--- config.mk ---
export PLATFORM = sky130hd
export DESIGN_NAME = dmem_arbiter
export DESIGN_NICKNAME = d
export VERILOG_FILES = /design/src/rtl/dmem_arbiter.sv
export SDC_FILE = /design/constraint.sdc
export NUM_CORES = 1
export LEC_CHECK = 0
export BUFFER_PORTS_ARGS = -buffer_cell sky130_fd_sc_hd__buf_2
export CELL_PAD_IN_SITES_DETAIL_PLACEMENT = 0
export CELL_PAD_IN_SITES_GLOBAL_PLACEMENT = 1
export CORE_AREA = 2 2 122 124
export CTS_CLUSTER_SIZE = 24
export DETAILED_ROUTE_END_ITERATION = 12
export DIE_AREA = 0 0 124 126
export PLACE_DENSITY_LB_ADDON = 0.3
export SLEW_MARGIN = 20
export SYNTH_ARGS = -nofsm -noshare
export SYNTH_HDL_FRONTEND = slang
export SYNTH_SLANG_ARGS = --single-unit
--- constraint.sdc ---
create_clock -name clk_in -period 3.7 [get_ports clk_in]
set_input_delay 0.925 -clock clk_in [delete_from_list [all_inputs] [get_ports clk_in]]
set_output_delay 0.925 -clock clk_in [all_outputs]
set_load 0.05 [all_outputs]
--- src/rtl/dmem_arbiter.sv ---
// Purpose: arbitrates core and DMA load/store requests onto one data-memory port,
//          with a starvation limit that forces a DMA grant after STARVE_LIMIT core grants.
// Latency: grant is combinational in the request cycle; read data returns one cycle after grant.
// Backpressure: dm_ready_in low holds the presented owner (HOLD_CORE/HOLD_DMA) until accepted
//               or withdrawn.
// Ports:
//   clk_in, rst_in                      clock, synchronous active-high reset
//   core_* / dma_* (req, wr, addr,
//       wdata, mask in; gnt, rvalid,
//       rdata out)                      requester ports; rdata mirrors dmdata_in, qualified by rvalid
//   dmaddr_out, dmdata_out,
//       dmwr_mask_out, dmwr_req_out,
//       dmrd_req_out                    memory request, mirrors the current owner
//   dm_ready_in, dmdata_in              memory acceptance and read data
module dmem_arbiter #(
    parameter int unsigned STARVE_LIMIT = 4
) (
    input  logic        clk_in,
    input  logic        rst_in,
    input  logic        core_req_in,
    input  logic        core_wr_in,
    input  logic [31:0] core_addr_in,
    input  logic [31:0] core_wdata_in,
    input  logic [3:0]  core_mask_in,
    output logic        core_gnt_out,
    output logic        core_rvalid_out,
    output logic [31:0] core_rdata_out,
    input  logic        dma_req_in,
    input  logic        dma_wr_in,
    input  logic [31:0] dma_addr_in,
    input  logic [31:0] dma_wdata_in,
    input  logic [3:0]  dma_mask_in,
    output logic        dma_gnt_out,
    output logic        dma_rvalid_out,
    output logic [31:0] dma_rdata_out,
    output logic [31:0] dmaddr_out,
    output logic [31:0] dmdata_out,
    output logic [3:0]  dmwr_mask_out,
    output logic        dmwr_req_out,
    output logic        dmrd_req_out,
    input  logic        dm_ready_in,
    input  logic [31:0] dmdata_in
);

    localparam logic [3:0] LIMIT = 4'(STARVE_LIMIT);

    typedef enum logic [1:0] {IDLE, HOLD_CORE, HOLD_DMA} state_t;

    state_t      state_q, state_d;
    logic [3:0]  starve_q, starve_d;
    logic        rd_pending_q, rd_pending_d;
    logic        rd_owner_q, rd_owner_d;   // 1 = DMA owns the pending read
    logic        own_core, own_dma;
    logic        own_req, own_wr;

    // Owner selection. Reset masks ownership so every output stays quiet while rst_in is high.
    always_comb begin
        own_core = 1'b0;
        own_dma  = 1'b0;
        if (!rst_in) begin
            case (state_q)
                HOLD_CORE: own_core = 1'b1;
                HOLD_DMA:  own_dma  = 1'b1;
                default: begin
                    if (core_req_in && dma_req_in) begin
                        if (starve_q == LIMIT) own_dma  = 1'b1;
                        else                   own_core = 1'b1;
                    end else if (core_req_in) begin
                        own_core = 1'b1;
                    end else if (dma_req_in) begin
                        own_dma = 1'b1;
                    end
                end
            endcase
        end
    end

    // Memory side mirrors whichever port owns it; all zero with no owner.
    always_comb begin
        own_req       = 1'b0;
        own_wr        = 1'b0;
        dmaddr_out    = '0;
        dmdata_out    = '0;
        dmwr_mask_out = '0;
        if (own_core) begin
            own_req       = core_req_in;
            own_wr        = core_wr_in;
            dmaddr_out    = core_addr_in;
            dmdata_out    = core_wdata_in;
            dmwr_mask_out = core_mask_in;
        end else if (own_dma) begin
            own_req       = dma_req_in;
            own_wr        = dma_wr_in;
            dmaddr_out    = dma_addr_in;
            dmdata_out    = dma_wdata_in;
            dmwr_mask_out = dma_mask_in;
        end
    end

    assign dmwr_req_out = own_req & own_wr;
    assign dmrd_req_out = own_req & ~own_wr;
    assign core_gnt_out = own_core & core_req_in & dm_ready_in;
    assign dma_gnt_out  = own_dma & dma_req_in & dm_ready_in;

    // Read return: rdata is a plain wire from memory; rvalid is the only qualifier.
    // A pending return is dropped if reset lands in the return cycle.
    assign core_rdata_out  = dmdata_in;
    assign dma_rdata_out   = dmdata_in;
    assign core_rvalid_out = rd_pending_q & ~rd_owner_q & ~rst_in;
    assign dma_rvalid_out  = rd_pending_q & rd_owner_q & ~rst_in;

    always_comb begin
        // Stalled owner is locked in; accepted or withdrawn request goes back to IDLE.
        state_d = IDLE;
        if (own_req && !dm_ready_in) begin
            state_d = own_core ? HOLD_CORE : HOLD_DMA;
        end

        starve_d = starve_q;
        if (!dma_req_in || dma_gnt_out) begin
            starve_d = '0;
        end else if (core_gnt_out && starve_q != LIMIT) begin
            starve_d = starve_q + 4'd1;
        end

        rd_pending_d = (core_gnt_out & ~core_wr_in) | (dma_gnt_out & ~dma_wr_in);
        rd_owner_d   = dma_gnt_out;
    end

    always_ff @(posedge clk_in) begin
        if (rst_in) begin
            state_q      <= IDLE;
            starve_q     <= '0;
            rd_pending_q <= 1'b0;
            rd_owner_q   <= 1'b0;
        end else begin
            state_q      <= state_d;
            starve_q     <= starve_d;
            rd_pending_q <= rd_pending_d;
            rd_owner_q   <= rd_owner_d;
        end
    end

endmodule

### Word level (Yosys, flattened, before mapping)

Cells that the tools add are included.

* register bits after elaboration: 8
* logic and storage cells: 58

* reductions and logical operators: 8
* add/sub/neg operators: 1
* mux-type cells: 22
* equal/unequal tests: 4
* bitwise operators: 19

Operator list (number)
* two-way mux 32 bit: 4
* two-way mux 1 bit: 13
* bitwise AND 1 bit: 12
* two-way mux 4 bit: 2
* NOT 1 bit: 6
* adder 4 x 1 -> 4 bit (second input constant): 1
* equality test 4 x 3 -> 1 bit (second input constant): 1
* inequality test 4 x 3 -> 1 bit (second input constant): 1
* one-hot mux 1 bit (2 select lines): 2
* OR reduction 2 bit: 2
* logical AND 1 bit: 3
* equality test 2 x 1 -> 1 bit (second input constant): 1
* equality test 2 bit (second input constant): 1
* zero test 1 bit: 2
* two-way mux 2 bit: 1
* logical OR 1 bit: 1
* bitwise OR 1 bit: 1

### Depth between registers and ports, before layout

* word-level depth: 10
* mapped depth: 8
* depth with buffers taken out: 5

### Worst setup path before layout

Ideal clock, no wire load.

* path type: input port to output port
* start: input port rst_in
* end: output port dmrd_req_out
* required time: 2775 ps
* path slack: -39 ps
* path buffers: 1
* cell stages on the path: 4
* arrival time: 2814 ps
* cell sequence: clkbuf_1 > nand2b_1 > a211o_1 > o31ai_1

* word-level cells in the longest chain between the ends: 5

Ends and longest elaborated chain
* start, declared: line 19 `input logic rst_in,`
* two-way mux 1 bit: line 60 `if (!rst_in) begin`
* two-way mux 1 bit: line 91 `end else if (own_dma) begin`
* two-way mux 1 bit: line 85 `if (own_core) begin`
* NOT 1 bit: line 101 `assign dmrd_req_out = own_req & ~own_wr;`
* bitwise AND 1 bit (*): line 101
* end, declared: line 40 `output logic dmrd_req_out,`

Every way passes the cells marked *; elsewhere a longest branch is shown, timed or not.

### Final worst setup path

* start: register state_q[0]
* end: output port dmwr_mask_out[1]

* word-level cells in the longest chain between the ends: 5

Ends and longest elaborated chain
* start, declared: line 49 `state_t state_q, state_d;`
* start signal, assigned: line 137 `state_q <= state_d;`
* equality test 2 bit or equality test 2 x 1 -> 1 bit (tied branches): line 61 `case (state_q)`
* one-hot mux 1 bit (2 select lines): line 61
* two-way mux 1 bit: line 60
* two-way mux 4 bit: line 91
* two-way mux 4 bit (*): line 85
* end, declared: line 38 `output logic [3:0] dmwr_mask_out,`

Marked as above.

==> key figures <==
Outcome
  – Status: completed

STA
  – Final setup fails: 0
  – Final WS setup: 173 ps
  – Unrepaired setup endpoints after global routing: false
  – Period minus WS final: 3530 ps
  – Hold WS: 513 ps
  – F_max: 284 MHz
  – Period utilization: 0.953
  – Final hold viol count: 0
  – Final setup TNS: 0 ps
  – Setup Skew: 0.926 ps
  – Relative slew slack: 0.709
  – Worst-margin pin slew: 433 ps
  – Fin. max-slew vios: 0

Worst hold path
  – Hold path start: starve_q[1]
  – Worst hold-check path type: flip-flop to flip-flop

Worst setup path
  – Reg2reg end: state_q[0]
  – Peak fanout along the critical path: 30
  – CP Data Required Time: 2770 ps
  – Worst r2r src: state_q[0]
  – Cells on worst reg2reg path: 6
  – FF-to-FF setup slack: 1730 ps
  – CP Launch Point: state_q[0]
  – CP arrival: 2600 ps
  – CP endpoint kind: primary output
  – Worst Setup Start Kind: flip-flop
  – Critical path class: flip-flop to primary output
  – Critical path destination: dmwr_mask_out[1]

Power
  – Comb pwr share: 0.617
  – Worst VDD drop: 0.000110 V
  – Power per cell area: 269 nW/um^2
  – Final Power: 0.717 mW
  – Sw frac: 0.480
  – Psw: 0.344 mW
  – Pleak: 1.49 nW
  – Cell internal pwr: 0.373 mW
  – Clk network pwr share: 0.258
  – Seq pwr share: 0.125

Yosys
  – Top FF cell, synth: dfxtp_1
  – Synth Instances: 214
  – Post-synth EDFFs: 0
  – Synth top area share: 0.340
  – Yosys cell types: 37
  – Sequential cell area fraction in the yosys report: 0.0913
  – Syn nets: 393
  – Main area contributors after synthesis: a22o_1 34%, buf_4 27%, dfxtp_1 9.1%
  – Yosys warnings: 0
  – Top post-synthesis cells by count: 68 x a22o_1, 64 x buf_4, 9 x clkbuf_1, 8 x dfxtp_1
  – Yosys reg bits: 8
  – Fraction of registers with async set/reset: 0
  – Syn Area/Cell: 8.20 sq um
  – Count leader, synth: a22o_1
  – Post-Synthesis Cell Area: 1750 sq um
  – Top cell type by total area after synthesis: a22o_1

Detailed routing
  – DRC: 0
  – Antenna Nets Post-Route: 0
  – First-pass iteration count of the detailed router: 4
  – Vias: 2239
  – Final wirelength: 7.95 mm
  – WL per Instance: 14.7 microns
  – Starting DRT DRC Count: 81
  – Via-to-Cell Ratio: 4.15

Floorplan
  – Die Span Y: 126 microns
  – Core Footprint: 14300 sq um
  – Die Wd: 124 microns
  – DIE AREA: 15600 sq um
  – Num rows: 44
  – I/O Pins: 313
  – Initial Util: 0.123

Place
  – IO buf count: 216
  – Gpl congestion: 0.808
  – Dpl hpwl: 6.61 mm
  – DP Worst Slack: 332 ps

CTS
  – Hold buffer count at cts: 0
  – CTS tree: done
  – Clock transition at the registers of the reported paths: 40 ps
  – Clk Tree Root Cell: clkbuf_16
  – CTS Buf Count: 3
  – CTS sink count: 8
  – Setup Fix Bufs, Post-CTS: 0
  – Clock buffer depth: 2
  – Worst-Skew Late Latency: 230 ps
  – CTS H-tree depth: 1

Finish
  – Area grow syn2layout: 52.1%
  – Multi-input gate area: 1030 sq um
  – Sequential cell area: 160 sq um
  – # diodes: 0
  – Final Net Count: 537
  – Fill cells: 1630
  – Layout cells sized above 1: 0.640
  – Core Util, Final: 0.186

Global route
  – GRT Residual Overflow: 0
  – Initial antenna violation count: 0
  – Vias in the first global route: 2103
  – Largest net degree at the start of global routing: 71
  – Gr usage total: 0.0900
  – First-pass GRT wire length: 10.8 mm

Flow run
  – Max cap viols: 0
critical path: stages (launching register included):
cell	delay, ps
dfxtp_1	320
inv_1	50
ha_1	400
or3b_1	460
a221oi_4	370
buf_6	290
a22o_1	200
buf_2	270
metal layers:
layer  routed length (microns)  GRT usage
met5                         0          0
met4                       227     0.0330
met3                       991     0.0299
met2                      3910      0.160
met1                      2820     0.0979
how the worst min path moves through the flow:
stage	to	slack [ps]	cells past startpoint
floorplan	starve_q[3]	470	2
global placement	starve_q[3]	500	2
detailed placement	starve_q[3]	500	2
CTS	starve_q[1]	520	2
global route	starve_q[0]	560	2
finish	starve_q[1]	510	2
cells in the final DEF (no fill, tap or decap), types with 2 or more instances in the layout:
cell type  synthesis  routed
buf_2              5     215
a22o_1            68      68
dfxtp_1            8       8
inv_1              5       5
and3b_1            4       4
ha_1               4       4
nand2b_1           3       3
nor2_1             3       3
o31ai_1            4       3
a211oi_1           3       3
clkbuf_16          0       3
buf_12             0       3
nand2_1            2       2
and2_1             2       2
nand3b_1           2       2
nor2b_1            2       2
nor3b_1            2       2
a31oi_1            2       2
nand4_1            2       2
stage by stage:
step	cells	area (sq um)
6_report	540	2670
5_1_grt	540	2670
4_1_cts	540	2670
3_5_place_dp	537	2590
3_3_place_gp	537	2590
2_1_floorplan	214	1760
state kept, by name, indices dropped and copies added (netlist names):
signal,count
rd_owner_q,1
rd_pending_q,1
starve_q,4
state_q,2
layout make-up:
| cell class | count | area share |
|---|---|---|
| timing repair buffer | 220 | 0.433 |
| multi-input combinational | 120 | 0.386 |
| tap | 184 | 0.0863 |
| sequential | 8 | 0.0600 |
| clock buffer | 3 | 0.0281 |
| inverter | 5 | 0.00703 |
power groups by stage:
stage	sequential, mW	clock (mW)	combinational (mW)
floorplan	0.0904	0	0.477
global placement	0.0906	0	0.444
detailed placement	0.0907	0	0.445
CTS	0.0893	0.190	0.446
global route	0.0896	0.195	0.470
finish	0.0894	0.185	0.443
what timing repair did:
action / in CTS / in global routing
endpoints found under the setup margin: 0 / 17
endpoints found under the hold margin: 0 / 0
gates resized for setup: 0 / 1
kinds of logic (layout without fill, tap and decap cells):
group                      Yosys count  in the layout  synth area share
buffers and inverters               86            228             0.337
muxes                                1              1           0.00571
adders and majority gates            4              4            0.0285
DFF                                  8              8            0.0913
AOI/OAI and AO/OA                   87             87             0.431
and+or+nand+nor                     28             28             0.106
Power figures use the tool's default switching activity.
